File: src/rtl/iopmp_pkg.sv
// Shared types and constants for the IOPMP rule checker and its entry matcher.
package iopmp_pkg;

   typedef enum logic [1:0] {
      CHK_IDLE = 2'd0,
      CHK_SCAN = 2'd1,
      CHK_RESP = 2'd2
   } chk_state_e;

   localparam logic [3:0] ETYPE_READ         = 4'd1;
   localparam logic [3:0] ETYPE_WRITE        = 4'd2;
   localparam logic [3:0] ETYPE_EXEC         = 4'd3;
   localparam logic [3:0] ETYPE_PARTIAL      = 4'd4;
   localparam logic [3:0] ETYPE_NO_HIT       = 4'd5;
   localparam logic [3:0] ETYPE_UNKNOWN_RRID = 4'd6;

   localparam logic [1:0] TTYPE_READ  = 2'd1;
   localparam logic [1:0] TTYPE_WRITE = 2'd2;
   localparam logic [1:0] TTYPE_EXEC  = 2'd3;

   localparam logic [1:0] MODE_OFF   = 2'd0;
   localparam logic [1:0] MODE_TOR   = 2'd1;
   localparam logic [1:0] MODE_NA4   = 2'd2;
   localparam logic [1:0] MODE_NAPOT = 2'd3;

   typedef struct packed {
      logic [1:0] a;
      logic       x;
      logic       w;
      logic       r;
   } entry_cfg_t;

   typedef struct packed {
      logic [1:0]  ttype;
      logic [3:0]  etype;
      logic [15:0] rrid;
      logic [15:0] eid;
      logic [33:0] addr;
   } error_registers_t;

   // Request type 3 is reported as a read.
   function automatic logic [1:0] ttype_of(input logic [1:0] t);
      case (t)
         2'd1:    return TTYPE_WRITE;
         2'd2:    return TTYPE_EXEC;
         default: return TTYPE_READ;
      endcase
   endfunction

   // log2 of the NAPOT region size: trailing ones counted from bit 2, plus 3.
   function automatic logic [5:0] napot_log2(input logic [33:0] e);
      logic [5:0] k;
      logic       run;
      k   = 6'd3;
      run = 1'b1;
      for (int i = 2; i < 34; i++) begin
         if (run && e[i]) k = k + 6'd1;
         else             run = 1'b0;
      end
      return k;
   endfunction

endpackage

File: src/rtl/iopmp_entry_match.sv
// Combinational single-entry matcher: classifies an access as a full or partial hit.
module iopmp_entry_match
   import iopmp_pkg::*;
(
   input  logic [1:0]  mode,
   input  logic [33:0] e,
   input  logic [33:0] e_prev,
   input  logic [33:0] addr,
   input  logic [1:0]  size,
   output logic        full_hit,
   output logic        partial_hit
);

   logic [35:0] lo, hi, first, last, span;
   logic        first_in, last_in;

   // Bounds carry two spare bits so a 2^35 NAPOT region cannot wrap.
   always_comb begin
      first = {2'b00, addr};
      last  = first + (36'd1 << size) - 36'd1;
      span  = 36'd1 << napot_log2(e);
      lo    = '0;
      hi    = '0;
      case (mode)
         MODE_TOR:   begin lo = {2'b00, e_prev}; hi = {2'b00, e}; end
         MODE_NA4:   begin lo = {2'b00, e}; hi = {2'b00, e} + 36'd4; end
         MODE_NAPOT: begin lo = {2'b00, e} & ~(span - 36'd1); hi = lo + span; end
         default:    ;
      endcase
      first_in = (first >= lo) && (first < hi);
      // A last byte beyond the 34-bit space is never inside a region.
      last_in  = !last[34] && (last >= lo) && (last < hi);
   end

   assign full_hit    = (mode != MODE_OFF) && first_in && last_in;
   assign partial_hit = (mode != MODE_OFF) && (first_in ^ last_in);

endmodule

File: config.mk
export PLATFORM = sky130hd
export DESIGN_NAME = iopmp_entry_match
export DESIGN_NICKNAME = d
export VERILOG_FILES = /design/src/rtl/iopmp_pkg.sv /design/src/rtl/iopmp_entry_match.sv
export SDC_FILE = /design/constraint.sdc
export NUM_CORES = 1
export LEC_CHECK = 0
export CORE_AREA = 2 2 161 163
export DETAILED_ROUTE_END_ITERATION = 16
export DIE_AREA = 0 0 163 165
export PLACE_DENSITY_LB_ADDON = 0.2
export SLEW_MARGIN = 25
export SYNTH_ARGS = -nofsm -noshare
export SYNTH_HDL_FRONTEND = slang
export SYNTH_SLANG_ARGS = --single-unit
File: constraint.sdc
create_clock -name vclk -period 112.9
set_input_delay 28.225 -clock vclk [all_inputs]
set_output_delay 28.225 -clock vclk [all_outputs]
set_load 0.02 [all_outputs]
==> Word-level counts from Yosys, hierarchy flattened <==
Index checks and enable logic that the tools add are counted.
Widths: inputs -> output; s select.
{ "classes": {"n_reduce_logical": 39, "n_addsub": 36, "bitwise": 3, "muxes": 65, "shifts": 2, "n_eq_ne": 3, "order_cmp": 4} }
{ "op_table": {"columns": ["cell", "count"], "rows": [
  ["$pmux 36 s3", 2],
  ["$add 6x1->6 const B", 30],
  ["$mux 6", 30],
  ["$sub 36x1->36 const B", 2],
  ["$logic_and 1x1->1", 37],
  ["$add 34x36->36", 1],
  ["$add 36x36->36", 1],
  ["$and 34x36->36", 1],
  ["$ge 34x36->1", 1],
  ["$ge 36x36->1", 1],
  ["$lt 34x36->1", 1],
  ["$lt 36x36->1", 1],
  ["$not 36->36", 1],
  ["$shl 1x2->36 const A", 1],
  ["$shl 1x6->36 const A", 1],
  ["$add 34x3->35 const B", 1],
  ["$mux 1", 31],
  ["$add 3x1->4 const B", 1],
  ["$eq 2x2->1 const B", 2],
  ["$mux 4", 1],
  ["$mux 3", 1],
  ["$eq 2x1->1 const B", 1],
  ["$reduce_bool 2->1", 1],
  ["$logic_not 1->1", 1],
  ["$xor 1x1->1", 1]
]} }
{ "totals": {"wordCells": 152, "input_bits": 106, "out_inout_bits": 2, "ff_bits": 0} }

==> Longest topological paths before layout <==
Gate-level depths: netlist of run 1.
{ "depth": {"depth_word": 73, "depth_mapped": 149, "mapped_depth_nobuf": 144} }

==> Worst setup path after synthesis of run 1 <==
OpenSTA, ideal clock, no wires.
{ "synth_path": {"path_type": "input to output", "start": "in e[3]", "end": "out partial_hit", "required_time_ns": 84.675, "n_path_buf": 5, "t_arrival_ns": 53.699, "slack_ns": 30.976, "stages": 149, "path_cell_list": "clkbuf_1 inv_1 ha_1 clkbuf_1 nor2_1 nor2_1 ha_1 o31a_1 ha_1 nand3_1 nand2_1 ha_1 mux2_2 nand3_1 nand2_1 ha_1 nand2_1 nand2_1 [... 113 more ...] a21o_1 a32o_2 nor2_1 mux2_2 a21oi_1 ha_1 a21o_1 a21oi_1 nor2b_1 o21ai_0 nand2b_1 a21oi_1 nor2b_1 o21ai_0 o311ai_0 a311oi_1 xnor2_1 nor2_1"} }
{ "synth_via": {"elab_chain_cells": 72, "elab_cells_between_ends": 139, "classes_between": "add/sub: 33; order compare: 4; shift: 1; mux: 63; bitwise: 3; reduce/logical: 35"} }
{ "synth_lines": {"columns": ["item", "line", "text"], "rows": [
  ["start, declared", "iopmp_entry_match.sv:6", "input logic [33:0] e,"],
  ["$logic_and 1x1->1", "iopmp_pkg.sv:57", "if (run && e[i]) k = k + 6'd1;"],
  ["$mux 4 or $mux 1 (tied branches)", "iopmp_pkg.sv:57", null],
  ["$add 6x1->6 or $logic_and 1x1->1 (tied branches)", "iopmp_pkg.sv:57", null],
  ["$mux 6 or $mux 1 (tied branches)", "iopmp_pkg.sv:57", null],
  ["$add 6x1->6 or $logic_and 1x1->1 (tied branches)", "iopmp_pkg.sv:57", null],
  ["$mux 6 or $mux 1 (tied branches)", "iopmp_pkg.sv:57", null],
  ["$add 6x1->6 or $logic_and 1x1->1 (tied branches)", "iopmp_pkg.sv:57", null],
  ["$mux 6 or $mux 1 (tied branches)", "iopmp_pkg.sv:57", null],
  ["[... 56 more ...]", null, null],
  ["$not 36->36", "iopmp_entry_match.sv:27", "MODE_NAPOT: begin lo = {2'b00, e} & ~(span - 36'd1); hi = lo + span; end"],
  ["$and 34x36->36", "iopmp_entry_match.sv:27", null],
  ["$add 36x36->36 or $pmux 36 s3 (tied branches)", "iopmp_entry_match.sv:27, iopmp_entry_match.sv:24", null],
  ["$pmux 36 s3 or $ge 36x36->1 (tied branches)", "iopmp_entry_match.sv:24, iopmp_entry_match.sv:32", null],
  ["$lt 34x36->1, or another cell as far along", "iopmp_entry_match.sv:30", "first_in = (first >= lo) && (first < hi);"],
  ["$logic_and 1x1->1, on equally long branches", "iopmp_entry_match.sv:30, iopmp_entry_match.sv:32", null],
  ["$xor 1x1->1 *", "iopmp_entry_match.sv:36", "assign partial_hit = (mode != MODE_OFF) && (first_in ^ last_in);"],
  ["$logic_and 1x1->1 *", "iopmp_entry_match.sv:36", null],
  ["end, declared", "iopmp_entry_match.sv:11", "output logic partial_hit"]
]} }
Every way passes the cells marked *; elsewhere a longest branch is shown, timed or not.

==> Worst setup path in the final report of run 1 <==
{ "layout_path": {"start": "in e[2]", "end": "out partial_hit"} }
{ "layout_via": {"elab_chain_cells": 73, "elab_cells_between_ends": 142, "classes_between": "add/sub: 34; order compare: 4; shift: 1; mux: 65; bitwise: 3; reduce/logical: 35"} }
{ "layout_lines": {"columns": ["item", "line"], "rows": [
  ["$mux 3 or $mux 1 (tied branches)", "iopmp_pkg.sv:57"],
  ["$add 3x1->4 or $logic_and 1x1->1 (tied branches)", "iopmp_pkg.sv:57"],
  ["$mux 4 or $mux 1 (tied branches)", "iopmp_pkg.sv:57"],
  ["$add 6x1->6 or $logic_and 1x1->1 (tied branches)", "iopmp_pkg.sv:57"],
  ["$mux 6 or $mux 1 (tied branches)", "iopmp_pkg.sv:57"],
  ["$add 6x1->6 or $logic_and 1x1->1 (tied branches)", "iopmp_pkg.sv:57"],
  ["$mux 6 or $mux 1 (tied branches)", "iopmp_pkg.sv:57"],
  ["$add 6x1->6 or $logic_and 1x1->1 (tied branches)", "iopmp_pkg.sv:57"],
  ["[... 57 more ...]", null],
  ["$not 36->36", "iopmp_entry_match.sv:27"],
  ["$and 34x36->36", "iopmp_entry_match.sv:27"],
  ["$add 36x36->36 or $pmux 36 s3 (tied branches)", "iopmp_entry_match.sv:27, iopmp_entry_match.sv:24"],
  ["$pmux 36 s3 or $ge 36x36->1 (tied branches)", "iopmp_entry_match.sv:24, iopmp_entry_match.sv:32"],
  ["$lt 34x36->1, or another cell as far along", "iopmp_entry_match.sv:30"],
  ["$logic_and 1x1->1, on equally long branches", "iopmp_entry_match.sv:30, iopmp_entry_match.sv:32"],
  ["$xor 1x1->1 *", "iopmp_entry_match.sv:36"],
  ["$logic_and 1x1->1 *", "iopmp_entry_match.sv:36"]
]} }
Marked as above.

==> qor.csv, run 1 <==
metric;value;unit
Worst-Margin Slew;951;ps
setup repair after global routing missed its margin;no;
Period minus WS final;86270;ps
post-route clock period utilization;76.4;%
worst hold slack across all endpoints;57910;ps
Peak Freq;11.6;MHz
total power draw;75.0;uW
CP max FO;28;
Leakage;6.24;nW
total number of vias;15100;
Pre-antenna DRT Iters;7;
Design Area, Final;0.0149;mm2
CP dominant cell by count;sky130_fd_sc_hd__ha_1;
setup fix buffers added after clock tree synthesis;0;
Setup violations, final;0;
cell with the largest stage delay on the worst path;sky130_fd_sc_hd__ha_1;
reported max-cap violation count;0;
setup TNS after final layout;0;ps
initial antenna violation count;0;
antenna viol nets, final;0;
multi-input combinational cell area;0.0130;mm2
Antenna diodes;0;
P&R area growth vs syn;8.97;%
max-slew headroom at the worst pin;36.6;%
ports placed on the boundary;108;
number of warning messages in the yosys log;0;
fillcell total;2398;
pin count of the biggest net entering global routing;56;
dominant cells by area after synthesis;sky130_fd_sc_hd__ha_1 (21%), sky130_fd_sc_hd__xnor2_1 (6.4%), sky130_fd_sc_hd__a21oi_1 (5.4%), sky130_fd_sc_hd__nor2_1 (5.2%), sky130_fd_sc_hd__nand2_1 (4.9%);
sequential fraction of the synthesis area;0;%
critical path startpoint;e[2];
Max rail drop VDD;0.00335;mV
cell area after placement;0.0149;mm2
number of pins exceeding their max-slew limit in the final report;0;
element type at the critical path end;primary output;
Gate Count Post-Synth;1970;
number of distinct library cells after synthesis;100;
detailed placer's ending HPWL;36.8;mm
via count of the first global-routing pass;14300;
gpl congestion;1.02;
startpoint type of the worst setup path;primary input;
Post-Syn Area per Cell;6.95;um2
Die Area;0.0269;mm2
endpoint arrival time on the critical path;58040;ps
number of hold buffers added after cts;0;
min-delay worst type;in2out;
first-pass GRT wire length;71.8;mm
global routing usage summed across all routing layers;32.3;%
Placeable Area;0.0250;mm2
Power Density;5.03;mW/mm2
Net Count, Synth;2302;
initial core utilization;54.7;%
DR WL/cell;19.2;um
detailed-route wire length;44.5;mm
critical path required time;84670;ps
cell row count;58;
1st-iter DRT viols;1341;
Final Hold Viols;0;
number of clock-tree buffers in the layout;0;
outcome;completed;
startpoint of the worst hold path;addr[33];
combined area of all synthesized cells;0.0137;mm2
sequential cell area in the final layout;0;um2
die height;165;um
crit-path max cell delay;820;ps
layout cell share with drive strength beyond 1;5.02;%
Avg Vias per Cell;6.51;
share of the synthesized area in the top cell type;20.6;%
total DRC errors in the routed layout;0;
die extent in x;163;um
total of buffers placed on input and output ports;108;
Final Net Count;2328;
largest area contributor in the netlist;sky130_fd_sc_hd__ha_1;
sequential cell count of the final layout;0;
type of the worst setup path;in2out;
total global routing overflow;0;
number of resized instances in the post-cts repair step;0;
==> final timing paths <==
| path | end | slack, ps | cells after the start |
|---|---|---|---|
| setup / recovery | partial_hit | 26630 | 143 |
| hold / removal | full_hit | 57910 | 6 |
==> layout make-up <==
type / count / area share [%]
Multi-Input combinational cell: 1782 / 87.1
Timing Repair Buffer: 121 / 7.83
Tap cell: 330 / 2.77
Inverter: 91 / 2.29
==> logic make-up after synthesis <==
| logic type | Yosys count | synth area share (%) |
|---|---|---|
| xor+xnor | 171 | 14.0 |
| mux | 49 | 3.78 |
| fa+ha+maj | 230 | 21.0 |
| simple gates | 749 | 27.0 |
| buf+inv | 188 | 5.40 |
| compound gates | 583 | 28.8 |
==> where the power goes <==
part / total (mW) / switching, mW / internal (mW)
Clock: 0 / 0 / 0
Combinational: 0.0750 / 0.0432 / 0.0318
Sequential: 0 / 0 / 0
Total: 0.0750 / 0.0432 / 0.0318
==> through the flow <==
step / instances / utilization (%) / setup WS (ps)
2_1_floorplan: 1970 / - / 30980
3_3_place_gp: 2324 / 59.5 / 28100
3_5_place_dp: 2324 / 59.5 / 26850
4_1_cts: 2324 / 59.5 / 26790
5_1_grt: 2324 / 59.6 / 24280
6_report: 2324 / 59.6 / 26630
==> placed cells by master (no fill, tap or decap), types with 9 or more instances in the layout <==
master	instances
sky130_fd_sc_hd__a22o_1	11
sky130_fd_sc_hd__a21oi_1	148
sky130_fd_sc_hd__nor4_1	15
sky130_fd_sc_hd__and3_1	29
sky130_fd_sc_hd__nand3_1	84
sky130_fd_sc_hd__a211oi_1	13
sky130_fd_sc_hd__nor2_1	188
sky130_fd_sc_hd__nand2b_1	40
sky130_fd_sc_hd__mux2i_1	28
sky130_fd_sc_hd__or3_1	15
sky130_fd_sc_hd__buf_4	13
sky130_fd_sc_hd__inv_1	89
sky130_fd_sc_hd__nor2b_1	45
sky130_fd_sc_hd__nand2_1	180
sky130_fd_sc_hd__ha_1	225
sky130_fd_sc_hd__xnor3_1	10
sky130_fd_sc_hd__a22oi_1	32
sky130_fd_sc_hd__and2_1	17
sky130_fd_sc_hd__xor2_1	37
sky130_fd_sc_hd__nor3_1	45
sky130_fd_sc_hd__a32oi_1	24
sky130_fd_sc_hd__o21ai_0	123
sky130_fd_sc_hd__o21bai_1	18
sky130_fd_sc_hd__o21a_1	17
sky130_fd_sc_hd__xnor2_1	100
sky130_fd_sc_hd__a21o_1	45
sky130_fd_sc_hd__o31ai_1	17
sky130_fd_sc_hd__clkdlybuf4s50_1	106
sky130_fd_sc_hd__o211ai_1	9
sky130_fd_sc_hd__mux2_2	21
sky130_fd_sc_hd__a31oi_1	24
sky130_fd_sc_hd__nand4_1	43
==> synthesized netlist by cell type (all sizes together) (6+ instances only) <==
library cell    n
inv            89
o21bai         18
xnor2         108
and3           30
nand3b          6
or3            15
a22oi          33
buf            24
o21ai         129
nand3          86
a21o           45
clkbuf         73
o41a            6
a21boi         11
a22o           11
o211ai          9
nand2b         40
and2           17
o22ai           8
o31ai          22
ha            225
nor4           17
o21a           17
mux2           21
xnor3          13
xor2           46
nor3           47
a21oi         149
nand2         180
o311ai          7
mux2i          28
nor2          189
a32oi          25
o31a            7
nand4          43
o41ai           7
nor2b          46
a31oi          24
a211oi         16
==> worst max-delay path: cells and delay by family <==
family | cells | cell delay [ps]
and+or+nand+nor | 39 | 4440
xor gates and xnor gates | 5 | 870
adders and majority gates | 29 | 9390
buffers and inverters | 5 | 1710
AOI/OAI and AO/OA | 51 | 10440
muxes | 14 | 2880
==> per-layer routing <==
metal / GRT usage, % / up-vias / routed length, um
li1: - / 7348 / -
met1: 44.7 / 7028 / 20000
met2: 55.6 / 674 / 20000
met3: 1.61 / 81 / 3480
met4: 6.88 / 0 / 1010
met5: 0 / - / 0
No activity file was read; power rests on OpenSTA's default activity.
==> run 2, diff against run 1 <==
- clock period: 112.9 -> 70.2 ns (I/O delays scaled with it)
==> run 2 against run 1 <==
  * Sequential share of layout area is the same
  * Non-clock buffer count did not move
  * Total power rose by 61%
  * Critical path depth is the same
  * First-iteration DRC count decreased by 3.2%
  * Combinational power is 61% higher
  * Design area stayed put
  * Die area unchanged
  * Count of clock-buffer cells in the layout did not move
  * Hold slack got worse by 21000 ps
  * Cell count is the same
  * Core utilization is the same
==> qor.csv, run 2 (synthesis gave the netlist of run 1 again) <==
metric;value;unit
outcome;completed;
switching pwr;69.6;uW
P&R area growth vs syn;8.97;%
sequential cell area in the final layout;0;um2
CP max FO;28;
Comb pwr share;100.0;%
reported max-cap violation count;0;
critical path required time;52650;ps
final core utilization;59.6;%
initial antenna violation count;0;
first-pass GRT wire length;71.9;mm
Leakage;6.24;nW
Max rail drop VDD;0.00613;mV
internal power consumption;51.1;uW
die height;165;um
final std cells w/o fill;2324;
Pre-antenna DRT Iters;5;
pin count of the biggest net entering global routing;56;
initial core utilization;54.7;%
switching fraction of total power;57.7;%
Antenna diodes;0;
endpoint arrival time on the critical path;47400;ps
gpl congestion;1.02;
worst hold slack across all endpoints;36570;ps
startpoint of the worst hold path;addr[33];
sequential cell count of the final layout;0;
die extent in x;163;um
number of clock-tree buffers in the layout;0;
Peak Freq;15.4;MHz
element type at the critical path end;primary output;
type of the worst setup path;in2out;
total DRC errors in the routed layout;0;
number of resized instances in the post-cts repair step;0;
Reg power frac;0;%
post-route clock period utilization;92.5;%
max-slew headroom at the worst pin;37.5;%
clock network fraction of design power;0;%
Period minus WS final;64950;ps
CP dominant cell by count;sky130_fd_sc_hd__ha_1;
detailed-route wire length;44.7;mm
startpoint type of the worst setup path;primary input;
worst setup slack before clock tree synthesis;5570;ps
DR WL/cell;19.2;um
Die Area;0.0269;mm2
setup TNS after final layout;0;ps
Setup violations, final;0;
critical path startpoint;e[2];
most frequent cells in the layout;sky130_fd_sc_hd__ha_1 (225), sky130_fd_sc_hd__nor2_1 (188), sky130_fd_sc_hd__nand2_1 (180);
cell row count;58;
setup repair after global routing missed its margin;no;
number of placed instances, taps included;2324;
via count of the first global-routing pass;14300;
cell with the largest stage delay on the worst path;sky130_fd_sc_hd__ha_1;
total of buffers placed on input and output ports;108;
most common cell after layout, fill and taps aside;sky130_fd_sc_hd__ha_1;
layout cell share with drive strength beyond 1;5.02;%
antenna viol nets, final;0;
min-delay worst type;in2out;
number of hold buffers added after cts;0;
ports placed on the boundary;108;
total number of vias;15100;
fillcell total;2482;
total global routing overflow;0;
crit-path max cell delay;820;ps
global routing usage summed across all routing layers;32.5;%
setup fix buffers added after clock tree synthesis;0;
Placeable Area;0.0250;mm2
Worst-Margin Slew;937;ps
Final Net Count;2328;
Power Density;8.09;mW/mm2
Final Hold Viols;0;
number of pins exceeding their max-slew limit in the final report;0;
1st-iter DRT viols;1298;
Avg Vias per Cell;6.51;
detailed placer's ending HPWL;37.0;mm
post-route worst setup slack;5250;ps
run 2: layout make-up:
class	instances	area [um2]	area share [%]
Inverter	91	342	2.29
Multi-Input combinational cell	1782	13000	87.1
Tap cell	330	413	2.77
Timing Repair Buffer	121	1170	7.83
run 2: final timing paths:
| kind | depth (start not counted) | end |
|---|---|---|
| max | 143 | partial_hit |
| min | 6 | full_hit |
run 2: routing by layer:
metal  track usage, %  part of all wire, %
met5                0                    0
met2             54.3                   45
met1             44.8                   45
met3             2.56                  8.0
met4             9.37                  2.9
run 2: power by group through the flow:
stage	registers (mW)	logic (mW)	clock network (mW)
after global routing	0	0.135	0
after floorplan	0	0.0854	0
final	0	0.121	0
after CTS	0	0.119	0
after global placement	0	0.115	0
after detailed placement	0	0.118	0
run 2: through the flow:
stage | instance area [um2] | power, mW
6_report | 14900 | 0.121
5_1_grt | 14900 | 0.135
4_1_cts | 14900 | 0.119
3_5_place_dp | 14900 | 0.118
3_3_place_gp | 14900 | 0.115
2_1_floorplan | 13700 | 0.0854
run 2: critical path, delay by kind of cell:
| family | cells | cell delay (ps) |
|---|---|---|
| adder cells (fa/ha/maj) | 29 | 9360 |
| XOR/XNOR | 5 | 900 |
| AO/OA/AOI/OAI | 51 | 10650 |
| AND/OR/NAND/NOR | 39 | 4360 |
| buffers and inverters | 5 | 1710 |
| multiplexers | 14 | 2810 |
==> run 3, diff against run 2 <==
- PLACE_DENSITY: default -> 0.78
- PLACE_DENSITY_LB_ADDON: 0.2 -> default
==> run 3 against run 2 <==
  * Sequential share of layout area did not move
  * Wire length down 0.36%
  * Count of clock-buffer cells in the layout unchanged
  * Fmax is 0.26% lower
  * Design area about the same
  * Critical endpoint unchanged
==> qor.csv, run 3 (synthesis gave the netlist of run 1 again) <==
metric;value;unit
number of pins exceeding their max-slew limit in the final report;0;
via count of the first global-routing pass;14200;
number of resized instances in the post-cts repair step;0;
worst hold slack across all endpoints;36450;ps
startpoint type of the worst setup path;primary input;
CP max FO;28;
Power Density;8.11;mW/mm2
sequential cell count of the final layout;0;
reported max-cap violation count;0;
die height;165;um
cell row count;58;
die extent in x;163;um
type of the worst setup path;in2out;
P&R area growth vs syn;9.02;%
max-slew headroom at the worst pin;28.3;%
met1 routing resource usage after global routing;44.1;%
Max rail drop VDD;0.00561;mV
detailed placer's ending HPWL;36.7;mm
post-route worst setup slack;5090;ps
initial antenna violation count;1;
fillcell total;2429;
outcome;completed;
gpl congestion;1.03;
met2 usage in global routing;53.5;%
element type at the critical path end;primary output;
CP dominant cell by count;sky130_fd_sc_hd__ha_1;
most frequent cells in the layout;sky130_fd_sc_hd__ha_1 (225), sky130_fd_sc_hd__nor2_1 (188), sky130_fd_sc_hd__nand2_1 (180);
Period minus WS final;65110;ps
most used routing layer in global routing;met2;
1st-iter DRT viols;1375;
min-delay worst type;in2out;
number of clock-tree buffers in the layout;0;
met3 demand-to-capacity share in global routing;2.06;%
total global routing overflow;0;
sequential cell area in the final layout;0;um2
Pre-antenna DRT Iters;5;
final core utilization;59.6;%
ports placed on the boundary;108;
pin count of the biggest net entering global routing;76;
post-route clock period utilization;92.8;%
Worst-Margin Slew;1070;ps
setup TNS after final layout;0;ps
endpoint arrival time on the critical path;47560;ps
critical path required time;52650;ps
first-pass GRT wire length;71.3;mm
Antenna diodes;0;
Placeable Area;0.0250;mm2
total of buffers placed on input and output ports;108;
most common cell after layout, fill and taps aside;sky130_fd_sc_hd__ha_1;
total DRC errors in the routed layout;0;
number of hold buffers added after cts;0;
total number of vias;15200;
Setup violations, final;0;
Leakage;6.25;nW
crit-path max cell delay;920;ps
setup repair after global routing missed its margin;no;
detailed-route wire length;44.5;mm
initial core utilization;54.7;%
worst setup slack before clock tree synthesis;5580;ps
global routing usage summed across all routing layers;32.1;%
Avg Vias per Cell;6.53;
setup fix buffers added after clock tree synthesis;0;
antenna viol nets, final;0;
total power draw;121;uW
Final Hold Viols;0;
layout cell share with drive strength beyond 1;5.01;%
DR WL/cell;19.2;um
cell with the largest stage delay on the worst path;sky130_fd_sc_hd__nor4_1;
Peak Freq;15.4;MHz
Final Net Count;2329;
Die Area;0.0269;mm2
-- run 3: cell count changes in the layout (fill, tap and decap cells not counted) --
cell / previous run / this run
sky130_fd_sc_hd__nor2b_4: 1 / 0
sky130_fd_sc_hd__nor4_1: 15 / 16
sky130_fd_sc_hd__buf_4: 13 / 14
sky130_fd_sc_hd__o41ai_4: 0 / 1
sky130_fd_sc_hd__nor4_2: 2 / 1
sky130_fd_sc_hd__o41ai_2: 3 / 2
sky130_fd_sc_hd__nor2b_2: 0 / 1
-- run 3: final cells by class --
| cell class | count | area, um2 | area share [%] |
|---|---|---|---|
| repair buffers | 122 | 1180 | 7.88 |
| multi-input cells | 1782 | 13000 | 87.1 |
| well taps | 330 | 413 | 2.77 |
| inverters | 91 | 342 | 2.29 |
-- run 3: final timing paths --
path / start / endpoint / slack (ps) / cells after the start
setup / recovery: e[2] / partial_hit / 5090 / 142
hold / removal: mode[1] / partial_hit / 36450 / 5
-- run 3: worst max-delay path, delay by kind of cell --
family | cells | cell delay [ps]
AOI/OAI and AO/OA | 50 | 10390
and+or+nand+nor | 39 | 4740
buffers and inverters | 5 | 1680
adders and majority gates | 29 | 9360
xor gates and xnor gates | 5 | 860
muxes | 14 | 2920
-- run 3: metal layers --
metal | up-vias | wire length [um]
met4 | 0 | 1470
met1 | 7034 | 19800
met5 | - | 0
met2 | 706 | 19800
met3 | 87 | 3430
li1 | 7359 | -
-- run 3: power by group --
group	internal, mW	total, mW	switching, mW
clock network	0	0	0
logic	0.0512	0.121	0.0699
registers	0	0	0
-- run 3: per-stage QoR --
stage,cell area (um2),std cells
after floorplan,13700,1970
after detailed placement,14900,2325
after global placement,14900,2325
after global routing,14900,2325
after CTS,14900,2325
final,14900,2325
